<file path="src/rtl/vc_arbiter_if.sv">
`default_nettype none
// ============================================================================
// Module   : vc_arbiter_if
// Purpose  : Bundles the VC-FIFO read side, the destination-FIFO write side
//            and the status outputs of vc_arbiter into one interface.
// Ports    : master - arbiter view (pops, pushes, data_out, counters, idle
//                     are outputs; FIFO flags/data and active are inputs)
//            slave  - environment view (directions mirrored)
// Revision : 1.0 - initial release
// ============================================================================
interface vc_arbiter_if #(
   parameter int DATA_WIDTH = 6
);
   logic                  active;
   logic                  vc0_empty;
   logic                  vc1_empty;
   logic [DATA_WIDTH-1:0] vc0_data;
   logic [DATA_WIDTH-1:0] vc1_data;
   logic                  d0_almost_full;
   logic                  d1_almost_full;
   logic                  vc0_pop;
   logic                  vc1_pop;
   logic                  d0_push;
   logic                  d1_push;
   logic [DATA_WIDTH-1:0] data_out;
   logic [7:0]            fwd_count_d0;
   logic [7:0]            fwd_count_d1;
   logic                  idle;

   modport master (
      input  active, vc0_empty, vc1_empty, vc0_data, vc1_data,
             d0_almost_full, d1_almost_full,
      output vc0_pop, vc1_pop, d0_push, d1_push, data_out,
             fwd_count_d0, fwd_count_d1, idle
   );

   modport slave (
      output active, vc0_empty, vc1_empty, vc0_data, vc1_data,
             d0_almost_full, d1_almost_full,
      input  vc0_pop, vc1_pop, d0_push, d1_push, data_out,
             fwd_count_d0, fwd_count_d1, idle
   );
endinterface
`default_nettype wire

</file>
<file path="src/rtl/vc_arbiter.sv">
`default_nettype none
// ============================================================================
// Module   : vc_arbiter
// Purpose  : Pops words from two virtual-channel FIFOs with weighted priority
//            toward VC0 and routes each word, by its destination bit, into
//            destination FIFO D0 or D1. Pop-to-push latency is two cycles.
// Ports    : clk   - clock, all state on the rising edge
//            reset - synchronous, active-high; discards in-flight words
//            bus   - vc_arbiter_if.master: active, VC empty/data, D
//                    almost-full in; pops (combinational), pushes, data_out,
//                    per-destination counters and idle (registered) out
// Revision : 1.0 - initial release
// ============================================================================
module vc_arbiter #(
   parameter int DATA_WIDTH = 6,
   parameter int DEST_BIT   = 4,
   parameter int VC0_WEIGHT = 3
) (
   input  logic         clk,
   input  logic         reset,
   vc_arbiter_if.master bus
);
   localparam logic [2:0] C_WEIGHT = 3'(VC0_WEIGHT);

   logic                  eligible;
   logic                  grant0;
   logic                  grant1;
   logic [DATA_WIDTH-1:0] word;

   logic [2:0]            wcnt_q,     wcnt_d;
   logic                  s1_valid_q, s1_valid_d;
   logic                  s1_vc_q,    s1_vc_d;
   logic [DATA_WIDTH-1:0] data_out_q, data_out_d;
   logic                  d0_push_q,  d0_push_d;
   logic                  d1_push_q,  d1_push_d;
   logic [7:0]            cnt0_q,     cnt0_d;
   logic [7:0]            cnt1_q,     cnt1_d;
   logic                  idle_q,     idle_d;

   always_comb begin
      // The destination of the next word is unknown until it is read, so
      // either almost-full flag blocks every pop.
      eligible = bus.active & ~reset & ~bus.d0_almost_full & ~bus.d1_almost_full;

      // wcnt never exceeds C_WEIGHT, so "not below the weight" means the
      // VC0 burst is used up and a waiting VC1 takes the grant.
      grant0 = eligible & ~bus.vc0_empty & (bus.vc1_empty | (wcnt_q < C_WEIGHT));
      grant1 = eligible & ~bus.vc1_empty & ~grant0;

      wcnt_d = wcnt_q;
      if (grant1) begin
         wcnt_d = 3'd0;
      end else if (grant0 && (wcnt_q < C_WEIGHT)) begin
         wcnt_d = wcnt_q + 3'd1;
      end

      s1_valid_d = grant0 | grant1;
      s1_vc_d    = grant1;

      // The word popped last cycle is now on the selected FIFO's output.
      word       = s1_vc_q ? bus.vc1_data : bus.vc0_data;
      d0_push_d  = s1_valid_q & ~word[DEST_BIT];
      d1_push_d  = s1_valid_q &  word[DEST_BIT];
      data_out_d = s1_valid_q ? word : data_out_q;

      cnt0_d = cnt0_q + {7'd0, d0_push_q};
      cnt1_d = cnt1_q + {7'd0, d1_push_q};

      idle_d = ~s1_valid_q & ~(d0_push_d | d1_push_d) & bus.vc0_empty & bus.vc1_empty;
   end

   always_ff @(posedge clk) begin
      if (reset) begin
         wcnt_q     <= 3'd0;
         s1_valid_q <= 1'b0;
         s1_vc_q    <= 1'b0;
         data_out_q <= '0;
         d0_push_q  <= 1'b0;
         d1_push_q  <= 1'b0;
         cnt0_q     <= 8'd0;
         cnt1_q     <= 8'd0;
         idle_q     <= 1'b1;
      end else begin
         wcnt_q     <= wcnt_d;
         s1_valid_q <= s1_valid_d;
         s1_vc_q    <= s1_vc_d;
         data_out_q <= data_out_d;
         d0_push_q  <= d0_push_d;
         d1_push_q  <= d1_push_d;
         cnt0_q     <= cnt0_d;
         cnt1_q     <= cnt1_d;
         idle_q     <= idle_d;
      end
   end

   assign bus.vc0_pop      = grant0;
   assign bus.vc1_pop      = grant1;
   assign bus.d0_push      = d0_push_q;
   assign bus.d1_push      = d1_push_q;
   assign bus.data_out     = data_out_q;
   assign bus.fwd_count_d0 = cnt0_q;
   assign bus.fwd_count_d1 = cnt1_q;
   assign bus.idle         = idle_q;
endmodule
`default_nettype wire

</file>
<file path="src/flat_wrapper.sv">
// flat-port wrapper written by rule: the top's interface ports become plain ports
module vc_arbiter_flat 
#(
   parameter int DATA_WIDTH = 6,
   parameter int DEST_BIT   = 4,
   parameter int VC0_WEIGHT = 3
)
  (clk, reset, bus_active, bus_vc0_empty, bus_vc1_empty, bus_vc0_data, bus_vc1_data, bus_d0_almost_full, bus_d1_almost_full, bus_vc0_pop, bus_vc1_pop, bus_d0_push, bus_d1_push, bus_data_out, bus_fwd_count_d0, bus_fwd_count_d1, bus_idle);
  vc_arbiter_if #(.DATA_WIDTH(DATA_WIDTH)) bus_i ();
  input  logic clk;
  input  logic reset;
  input wire logic [$bits(bus_i.active)-1:0] bus_active;
  input wire logic [$bits(bus_i.vc0_empty)-1:0] bus_vc0_empty;
  input wire logic [$bits(bus_i.vc1_empty)-1:0] bus_vc1_empty;
  input wire logic [$bits(bus_i.vc0_data)-1:0] bus_vc0_data;
  input wire logic [$bits(bus_i.vc1_data)-1:0] bus_vc1_data;
  input wire logic [$bits(bus_i.d0_almost_full)-1:0] bus_d0_almost_full;
  input wire logic [$bits(bus_i.d1_almost_full)-1:0] bus_d1_almost_full;
  output wire logic [$bits(bus_i.vc0_pop)-1:0] bus_vc0_pop;
  output wire logic [$bits(bus_i.vc1_pop)-1:0] bus_vc1_pop;
  output wire logic [$bits(bus_i.d0_push)-1:0] bus_d0_push;
  output wire logic [$bits(bus_i.d1_push)-1:0] bus_d1_push;
  output wire logic [$bits(bus_i.data_out)-1:0] bus_data_out;
  output wire logic [$bits(bus_i.fwd_count_d0)-1:0] bus_fwd_count_d0;
  output wire logic [$bits(bus_i.fwd_count_d1)-1:0] bus_fwd_count_d1;
  output wire logic [$bits(bus_i.idle)-1:0] bus_idle;
  assign bus_i.active = bus_active;
  assign bus_i.vc0_empty = bus_vc0_empty;
  assign bus_i.vc1_empty = bus_vc1_empty;
  assign bus_i.vc0_data = bus_vc0_data;
  assign bus_i.vc1_data = bus_vc1_data;
  assign bus_i.d0_almost_full = bus_d0_almost_full;
  assign bus_i.d1_almost_full = bus_d1_almost_full;
  assign bus_vc0_pop = bus_i.vc0_pop;
  assign bus_vc1_pop = bus_i.vc1_pop;
  assign bus_d0_push = bus_i.d0_push;
  assign bus_d1_push = bus_i.d1_push;
  assign bus_data_out = bus_i.data_out;
  assign bus_fwd_count_d0 = bus_i.fwd_count_d0;
  assign bus_fwd_count_d1 = bus_i.fwd_count_d1;
  assign bus_idle = bus_i.idle;
  vc_arbiter #(.DATA_WIDTH(DATA_WIDTH), .DEST_BIT(DEST_BIT), .VC0_WEIGHT(VC0_WEIGHT)) u_core (.clk(clk), .reset(reset), .bus(bus_i));
endmodule
</file>
<file path="config.mk">
export PLATFORM = sky130hd
export DESIGN_NAME = vc_arbiter_flat
export DESIGN_NICKNAME = d
export VERILOG_FILES = /design/src/rtl/vc_arbiter_if.sv /design/src/rtl/vc_arbiter.sv /design/src/flat_wrapper.sv
export SDC_FILE = /design/constraint.sdc
export NUM_CORES = 1
export LEC_CHECK = 0
export BUFFER_PORTS_ARGS = -buffer_cell sky130_fd_sc_hd__buf_2
export CORE_MARGIN = 2
export CORE_UTILIZATION = 35
export DETAILED_ROUTE_END_ITERATION = 8
export PLACE_DENSITY = 0.67
export SYNTH_ARGS = -nofsm -noshare
export SYNTH_HDL_FRONTEND = slang
export SYNTH_SLANG_ARGS = --single-unit
export TNS_END_PERCENT = 30
</file>
<file path="constraint.sdc">
create_clock -name clk -period 1.6 [get_ports clk]
set_input_delay 0.24 -clock clk [delete_from_list [all_inputs] [get_ports clk]]
set_output_delay 0.24 -clock clk [all_outputs]
set_load 0.1 [all_outputs]
</file>
==> metrics.txt <==
Clock Latency Late Sink 0.32 ns; hold depth 2; vias per cell 4.92; Netlist Area Pre-Place 0.00122 mm²; # IOs 46; DRT Pass-1 Iters 4; overall power 1360 µW; Row Count 21; setup bufs post-CTS 0; total CTS buffers 5; worst-case clock buffer depth 2; leakage power 0.000718 µW; period utilization 0.990; Req. time, crit path around 1.4 ns; Worst Path Max Fanout 3; Max Freq 631 MHz; CTS sink count 30; Crit-path slowest cell or4b_4; internal reg-to-reg setup slack 0.13 ns; Detail Placement HPWL around 2000 µm; Yosys Warn Count 0; fraction of layout cells with a size suffix above 1 0.441; die height 63.0 µm; most frequent cells in the layout buf_2, dfxtp_1, nor2_1; fin util 0.505; Worst Tran Pin Value ~0.5 ns; Syn Inst Count 128; Reg-to-Reg End u_core.bus.fwd_count_d1[7]; core region area 0.00334 mm²; Worst Path Buf+Inv 2; Total Die Area 0.00397 mm²; Initial DRC Count 55; wire per inst 12.0 µm; critical path, cell by cell buf_6, or4b_4, nor3_4, buf_12; Syn Nets 152; Final nets 202; DRC viols 0; Clock transition at path regs 0.10 ns; most common cell after layout, fill and taps aside buf_2; Tmin final around 1.6 ns; register area share after synthesis 0.492; MaxCap Viol Count 0; Die X 63.0 µm; global-route wire length before repair 4560 µm; H-tree levels 2; PortBufs 45; drt total wl 2710 µm; CP Launch Type input pin; Placed Cells between 200 and 250; Root Buffer clkbuf_4; Crit Path Class input pin to output port; GRT Total Usage 0.146; Layout Skew 0.0101 ns; Slew Viols, Final 0; Ant. Diodes 0; antenna-violating nets left 0; Rel. slew slack 0.672; final setup violation count 0; type of the worst min-delay path input pin to flop; Crit path largest cell delay approximately 0.58 ns; Final Hold Viols 0; hold worst-path end u_core.s1_valid_q; Power per Cell Area 804 mW/mm²; via count 1107; total gr overflow 0; RD Place Congestion 0.742; status complete, no violations; Largest delay share family, worst path simple AND/OR/NAND/NOR gates; Reg2Reg Depth 4; vias in the first global route 1065; peak supply drop 0.000677 V; WP data arrival 1.34 ns; #FFs+latches synth 30; unrepaired setup endpoints after global routing yes; TritonCTS clock tree built; initial antenna violation count 0; hold wc startpoint bus_vc0_empty; area grow syn2layout 38.2%; Syn Area/Cell approximately 9.5 µm²; Yosys cell types 29; Initial Util 0.366; crit end category output port; Final Non-Filler Cells 225; cts hold-fix bufs 0; reg2reg start u_core.bus.d1_push; largest net degree at the start of global routing 31
## synth_stat cells
cell type  instances  share of area
dfxtp_1           30           0.49
nor2_1            12          0.037
a21oi_1           10          0.041
nand2_1            7          0.022
a211oi_1           6          0.037
nand3_1            6          0.025
o21ai_0            6          0.025
clkbuf_1           5          0.015
ha_1               5          0.051
mux2i_1            5          0.041
or3_1              5          0.026
nor2b_1            4          0.021
xor2_1             4          0.029
nor3_1             3          0.012
nand2b_1           2          0.010
nor3b_1            2          0.012
o31ai_1            2          0.012
or4_1              2          0.012
xnor2_1            2          0.014
a211o_1            1         0.0072
and3b_1            1         0.0072
buf_2              1         0.0041
mux2_2             1         0.0092
nand4b_1           1         0.0072
nor4b_1            1         0.0072
o21ai_1            1         0.0041
o21bai_1           1         0.0062
or2_1              1         0.0051
or4b_1             1         0.0082
## stage by stage
stage	setup TNS, ns	cell area (µm²)	hold slack [ns]	setup slack, ns
floorplan	-0.801	1300	0.319	-0.346
global placement	0	1610	0.459	0.00490
detailed placement	0	1610	0.470	0.000261
CTS	-0.00358	1670	0.183	-0.00358
global route	-0.0124	1690	0.186	-0.00760
finish	0	1690	0.202	0.0156
## cell type report
type / instances / area, µm²
Clock inverter: 1 / 5.00
Clock buffer: 7 / 55.1
Multi-Input combinational cell: 92 / 639
Sequential cell: 30 / 637
Tap cell: 46 / 57.6
Timing Repair Buffer: 49 / 292
Fill cell: 335 / 1650
## per-layer routing
metal  global-route usage  wire (µm)
met5                    0          0
met4               0.0694         40
met3               0.0631        195
met2                0.235       1300
met1                0.163       1170
## logic make-up after synthesis
group / count (synthesis) / share of synthesized area
AO/OA/AOI/OAI: 27 / 0.132
XOR/XNOR: 6 / 0.0431
adder cells (fa/ha/maj): 5 / 0.0513
buffers and inverters: 6 / 0.0195
flip-flops: 30 / 0.492
multiplexers: 6 / 0.0503
AND/OR/NAND/NOR: 48 / 0.211
## registers in the layout, summed over array words and instances, names as in the netlist
register                 count
u_core.bus.d0_push           1
u_core.bus.d1_push           1
u_core.bus.data_out          6
u_core.bus.fwd_count_d0      8
u_core.bus.fwd_count_d1      8
u_core.bus.idle              1
u_core.s1_valid_q            1
u_core.s1_vc_q               1
u_core.wcnt_q                3
## power breakdown
group / internal, µW / leakage (µW) / switching (µW)
Sequential: 745 / 0.000253 / 6.89
Clock: 213 / 0.0000353 / 250
Combinational: 44.5 / 0.000430 / 96.5
## timing repair
item | CTS | global route
gates resized for setup | 1 | 4
pin swaps | 1 | 2
cloned | 0 | 0
setup endpoints to repair | 2 | 2
## how the worst max path moves through the flow
stage	start	cells after the start	to
after global placement	reset	4	bus_vc0_pop
after global routing	bus_d1_almost_full	4	bus_vc0_pop
final	bus_d1_almost_full	4	bus_vc0_pop
after detailed placement	reset	4	bus_vc1_pop
after CTS	reset	4	bus_vc1_pop
after floorplan	reset	3	bus_vc0_pop
(Power assumes the default switching activity.)
